--- config.mk ---
export PLATFORM = sky130hd
export DESIGN_NAME = cp0_exc_ctrl
export DESIGN_NICKNAME = d
export VERILOG_FILES = /design/src/rtl/cp0_exc_ctrl.sv
export SDC_FILE = /design/constraint.sdc
export NUM_CORES = 1
export LEC_CHECK = 0
export ABC_AREA = 1
export ABC_CLOCK_PERIOD_IN_PS = 1450
export CORE_MARGIN = 2
export CORE_UTILIZATION = 38
export CTS_CLUSTER_SIZE = 24
export DETAILED_ROUTE_END_ITERATION = 8
export PLACE_DENSITY_LB_ADDON = 0.15
export SLEW_MARGIN = 20
export SYNTH_ARGS = -nofsm -noshare
export SYNTH_HDL_FRONTEND = slang
export SYNTH_SLANG_ARGS = --single-unit
export TNS_END_PERCENT = 50
--- constraint.sdc ---
create_clock -name clk -period 1.45 [get_ports clk]
set_input_delay 0.145 -clock clk [delete_from_list [all_inputs] [get_ports clk]]
set_output_delay 0.145 -clock clk [all_outputs]
set_load 0.03 [all_outputs]
--- src/rtl/cp0_exc_ctrl.sv ---
// Coprocessor-0 exception/interrupt controller beside the M stage: SR, Cause, EPC, PRId plus trap arbitration.
// Latency: req/redirect_pc/cp0_rdata are combinational on current state; register updates are visible one cycle after the edge.
// Backpressure: none; a taken trap flushes F..M, and any mtc0/eret in the trapping slot is dropped.
//
// Ports:
//   clk, reset          clock and asynchronous active-high reset (clears SR/Cause/EPC)
//   m_pc, m_valid, m_bd M-stage slot PC, valid flag and branch-delay-slot flag
//   m_exccode           exception code carried into M (0 = none)
//   hw_int              level-sensitive external interrupt lines
//   cp0_we/addr/wdata   mtc0 in M; cp0_addr also selects the mfc0 read
//   eret                eret in M
//   cp0_rdata           mfc0 read data (unregistered, pre-edge values)
//   epc_out             current EPC
//   req                 trap taken this cycle
//   redirect_pc         handler entry when req, otherwise EPC (eret target)
module cp0_exc_ctrl #(
    parameter logic [31:0] EXC_ENTRY = 32'h0000_4180,
    parameter logic [31:0] PRID_VAL  = 32'h2025_0007
) (
    input  logic        clk,
    input  logic        reset,
    input  logic [31:0] m_pc,
    input  logic        m_valid,
    input  logic        m_bd,
    input  logic [4:0]  m_exccode,
    input  logic [5:0]  hw_int,
    input  logic        cp0_we,
    input  logic [4:0]  cp0_addr,
    input  logic [31:0] cp0_wdata,
    input  logic        eret,
    output logic [31:0] cp0_rdata,
    output logic [31:0] epc_out,
    output logic        req,
    output logic [31:0] redirect_pc
);

    localparam logic [4:0] ADDR_SR    = 5'd12;
    localparam logic [4:0] ADDR_CAUSE = 5'd13;
    localparam logic [4:0] ADDR_EPC   = 5'd14;
    localparam logic [4:0] ADDR_PRID  = 5'd15;

    // SR fields
    logic [5:0]  im_q,  im_d;
    logic        exl_q, exl_d;
    logic        ie_q,  ie_d;

    // Cause fields
    logic        bd_q,      bd_d;
    logic [5:0]  ip_q,      ip_d;
    logic [4:0]  exccode_q, exccode_d;

    // EPC: only bits [31:2] are stored; [1:0] always read as zero
    logic [29:0] epc_q, epc_d;

    logic        int_req;
    logic        exc_req;
    logic [31:0] trap_pc;
    logic [31:0] sr_val;
    logic [31:0] cause_val;
    logic [31:0] epc_val;

    // ------------------------------------------------------------------
    // Register views
    // ------------------------------------------------------------------
    assign sr_val    = {16'b0, im_q, 8'b0, exl_q, ie_q};
    assign cause_val = {bd_q, 15'b0, ip_q, 3'b0, exccode_q, 2'b0};
    assign epc_val   = {epc_q, 2'b00};
    assign epc_out   = epc_val;

    // ------------------------------------------------------------------
    // Trap arbitration; EXL masks both sources so a handler cannot nest
    // ------------------------------------------------------------------
    assign int_req = (|(hw_int & im_q)) & ie_q & ~exl_q;
    assign exc_req = m_valid & (m_exccode != 5'd0) & ~exl_q;
    assign req     = int_req | exc_req;

    assign redirect_pc = req ? EXC_ENTRY : epc_val;

    // A delay-slot instruction restarts at its branch so the branch re-executes
    assign trap_pc = m_bd ? (m_pc - 32'd4) : m_pc;

    // ------------------------------------------------------------------
    // mfc0 read mux (no write-to-read bypass; hazard unit stalls instead)
    // ------------------------------------------------------------------
    always_comb begin
        cp0_rdata = 32'd0;
        case (cp0_addr)
            ADDR_SR:    cp0_rdata = sr_val;
            ADDR_CAUSE: cp0_rdata = cause_val;
            ADDR_EPC:   cp0_rdata = epc_val;
            ADDR_PRID:  cp0_rdata = PRID_VAL;
            default:    cp0_rdata = 32'd0;
        endcase
    end

    // ------------------------------------------------------------------
    // Next-state
    // ------------------------------------------------------------------
    always_comb begin
        im_d      = im_q;
        exl_d     = exl_q;
        ie_d      = ie_q;
        bd_d      = bd_q;
        exccode_d = exccode_q;
        epc_d     = epc_q;
        // IP mirrors the pins every cycle, trap or not; software never writes it
        ip_d      = hw_int;

        if (req) begin
            // Trapping slot is flushed: its mtc0/eret must not take effect
            exl_d     = 1'b1;
            bd_d      = m_bd;
            exccode_d = int_req ? 5'd0 : m_exccode;
            epc_d     = trap_pc[31:2];
        end else begin
            if (cp0_we) begin
                if (cp0_addr == ADDR_SR) begin
                    im_d  = cp0_wdata[15:10];
                    exl_d = cp0_wdata[1];
                    ie_d  = cp0_wdata[0];
                end else if (cp0_addr == ADDR_EPC) begin
                    epc_d = cp0_wdata[31:2];
                end
            end
            // Placed after the mtc0 so eret's EXL clear wins a same-cycle SR write
            if (eret) begin
                exl_d = 1'b0;
            end
        end
    end

    // ------------------------------------------------------------------
    // State registers
    // ------------------------------------------------------------------
    always_ff @(posedge clk or posedge reset) begin
        if (reset) begin
            im_q      <= 6'd0;
            exl_q     <= 1'b0;
            ie_q      <= 1'b0;
            bd_q      <= 1'b0;
            ip_q      <= 6'd0;
            exccode_q <= 5'd0;
            epc_q     <= 30'd0;
        end else begin
            im_q      <= im_d;
            exl_q     <= exl_d;
            ie_q      <= ie_d;
            bd_q      <= bd_d;
            ip_q      <= ip_d;
            exccode_q <= exccode_d;
            epc_q     <= epc_d;
        end
    end

endmodule

==> impl_metrics.py <==
metrics = {
    "finish": {
        "stdcell_count": 1012,
        "diodes": 0,
        "fin_nets": 965,
        "fillers": 828,
        "final_core_util_pct": 71.21,
        "drive_above_1_share_pct": 30.72,
        "area_growth_pct": 81.50,
    },
    "placement": {
        "dpl.hpwl_um": 11470,
        "gp_congestion": 0.9288,
        "portBuffers": 176,
        "place_inst": 987,
    },
    "sta": {
        "setup_viol": 73,
        "fin_crit_sh_pct": 127.6,
        "skew_ns": 0.01063,
        "max_freq_mhz": 540.4,
        "rsz0062_at_grt": "yes",
        "period_needed_ns": 1.851,
        "finalHoldViolCount": 0,
        "slew_violations": 0,
        "fin_ws_ns": -0.4006,
        "holdWs_ns": 0.2027,
    },
    "min_path": {
        "hp-class": "in -> async",
    },
    "clock_network": {
        "cts.sinks": 50,
        "numCtsBuffers": 5,
        "clock_path_buffers": 2,
        "postCtsHoldBufs": 0,
        "clk_pin_slew_ns": 0.10,
        "cts-htree-levels": 2,
        "cts_root_buf": "clkbuf_8",
        "clock_latency_ns": 0.31,
        "tritoncts": "done",
    },
    "logic_synthesis": {
        "yosys_register_bits": 50,
        "ys_top_cells_by_area": "dfrtp_1 (33%), nand2_1 (18%), nor2_1 (11%), inv_1 (9.0%), o21ai_0 (4.6%)",
        "synthCells": 615,
        "seq_area_frac_synth_pct": 32.63,
        "postSynthAreaPerCell_sq_um": 6.236,
        "synth_edf_count": 0,
        "synth_top_cell_area_share_pct": 32.63,
        "synth_area_sq_mm": 0.003835,
        "synth_common_cells": "nand2_1 (187), nor2_1 (112), inv_1 (92)",
        "synth_top_cell_by_area": "dfrtp_1",
        "synthArstFlopShare_pct": 100.0,
        "yosysUniqueCellTypes": 37,
        "dominantRegCellSynth": "dfrtp_1",
        "synth_warnings": 0,
        "synth_most_common_cell": "nand2_1",
    },
    "critical_path": {
        "start_kind": "register",
        "endpoint": "redirect_pc[3]",
        "r2r-start": "im_q[1]",
        "crit_start": "im_q[1]",
        "cpMaxStageDelayCell": "dfrtp_1",
        "endpoint_kind": "output pin",
        "required_ns": 1.31,
        "worstPathMaxFanout": 7,
        "path_cells": "nand2_1, nand2_1, nor2_1, nand3_1, nand3_4, nand2_8, buf_12, nor2_4, buf_6",
        "criticalPathCategory": "reg -> out",
        "worstPathArrival_ns": 1.71,
        "r2r_cells": 11,
        "regToRegEndpoint": "epc_q[24]",
        "worst-r2r-setup-slack_ns": -0.35,
        "cpMostUsedCell": "nand2_1",
        "critPathMaxStageDelay_ns": 0.39,
    },
    "job": {
        "drv_cap": 0,
    },
    "floorplanning": {
        "chipWidth_um": 104.5,
        "die_h_um": 104.5,
        "die_area_sq_mm": 0.01091,
        "ioPinCount": 183,
        "start_util_pct": 39.23,
        "placementRows": 36,
        "core_area_sq_mm": 0.009774,
    },
    "routing": {
        "viasPerCell": 4.742,
        "vias": 4799,
        "wl_um": 15070,
        "drtPass1Iterations": 5,
        "ant_nets": 0,
        "avgRoutedWirePerCell_um": 14.89,
        "drc": 0,
        "drt-initial-drc-count": 266,
    },
    "power_and_ir_drop": {
        "power_frac_seq_pct": 22.8,
        "ir_drop_uv": 737.0,
        "p_leak_nw": 3.534,
        "p_int_mw": 5.179,
        "combPwrFrac_pct": 68.7,
        "p_switching_mw": 5.116,
        "clockPowerShare_pct": 8.5,
        "power.density_mw_per_mm2": 1479,
        "switching_share_pct": 49.70,
    },
    "global_route": {
        "grt_pass1_vias": 4810,
        "grt_pass1_wl_um": 23900,
        "grt_usage_pct": 26.99,
        "grt_max_degree": 51,
        "grt.overflow.total": 0,
        "antenna_found_initial": 0,
    },
    "run_status": {
        "violations": "negative setup slack",
        "status": "finished with violations",
    },
}
-- cell usage in the layout, fill, tap and decap left out, types with 2 or more instances in the layout --
cell type | synthesis | final
nand3_2 | 4 | 9
buf_12 | 0 | 8
nand2_4 | 4 | 4
nor2_2 | 6 | 13
nand3_1 | 27 | 20
nor2_1 | 112 | 80
nand3_4 | 0 | 2
nand4_1 | 5 | 5
xnor2_1 | 3 | 3
o21ai_2 | 6 | 17
nor2_4 | 4 | 29
inv_2 | 4 | 6
o21bai_1 | 3 | 3
buf_8 | 0 | 3
buf_16 | 0 | 2
nand2_2 | 2 | 12
nand3b_1 | 3 | 3
dlygate4sd2_1 | 0 | 35
inv_1 | 92 | 88
dfrtp_1 | 50 | 50
conb_1 | 1 | 4
o21ai_1 | 11 | 16
buf_6 | 2 | 30
xor2_1 | 6 | 6
and2_1 | 2 | 2
o211ai_1 | 12 | 12
inv_4 | 1 | 2
clkbuf_8 | 0 | 6
o21ai_0 | 35 | 18
bufbuf_16 | 0 | 2
nand2_1 | 187 | 176
o22ai_1 | 3 | 3
buf_4 | 9 | 118
clkdlybuf4s50_1 | 0 | 78
-- final cells by class --
class / instances / area, sq um / share of cell area (%)
Clock inverter: 2 / 12.51 / 0.1798
Tap cell: 133 / 166.4 / 2.391
Multi-Input combinational cell: 447 / 2434 / 34.96
Clock buffer: 6 / 82.58 / 1.186
Inverter: 98 / 377.9 / 5.429
Timing Repair Buffer: 276 / 2636 / 37.88
Sequential cell: 50 / 1251 / 17.98
-- metrics by stage --
stage	cell area [sq um]	setup TNS [ns]	setup WS, ns	total power [mW]
floorplan	3966	-1.842	-0.1117	6.027
global placement	6289	-30.06	-0.4360	8.642
detailed placement	6289	-33.44	-0.4731	8.736
CTS	6838	-19.74	-0.3903	10.10
global route	6960	-29.14	-0.5120	10.82
finish	6960	-20.49	-0.4006	10.30
-- critical path: cells and delay by family, from the launching register on --
kind	cells	cell delay, ns
buf+inv	2	0.32
simple gates	7	0.70
flops	1	0.39
-- power groups by stage --
stage	combinational (mW)	sequential [mW]	clock (mW)
finish	7.07	2.35	0.873
global route	7.47	2.41	0.941
CTS	6.88	2.34	0.883
detailed placement	6.35	2.39	0
global placement	6.27	2.37	0
floorplan	2.88	3.15	0
-- cells by family after synthesis --
group / after synthesis / synth area share (%)
adder cells (fa/ha/maj): 1 / 0.3262
flip-flops: 50 / 32.63
other: 1 / 0.09779
buffers and inverters: 121 / 13.47
XOR/XNOR: 9 / 2.056
AO/OA/AOI/OAI: 73 / 11.35
AND/OR/NAND/NOR: 359 / 39.77
multiplexers: 1 / 0.2936
-- layer usage --
metal  GRT usage, %  vias to the layer above  routed length (um)
met2          47.48                      151                7491
li1               -                     2415                   -
met1          35.21                     2209                6591
met4          7.143                        0                 299
met3          2.757                       24                 689
met5              0                        -                   0
-- flip-flops by register name, summed over array words and instances, names as in the netlist --
signal and cells:
exccode_q 5, im_q 6, ip_q 6, bd_q 1
epc_q 30, ie_q 1, exl_q 1
-- how the worst min path moves through the flow --
stage               cells past startpoint  slack, ns         to
global placement                        2       0.49   epc_q[5]
CTS                                     3       0.21    im_q[3]
floorplan                               0       0.18    ip_q[0]
global route                            3       0.23  epc_q[19]
finish                                  3       0.20  epc_q[21]
detailed placement                      2       0.49   epc_q[5]
-- what timing repair did --
item,4_1_cts,5_1_grt
endpoints found under the setup margin,135,103
pin swaps,9,6
buffers inserted,11,2
gates cloned,4,0
resized for setup,126,35
hold endpoints to repair,0,0
Note: power is estimated with default switching activity, not from simulation.
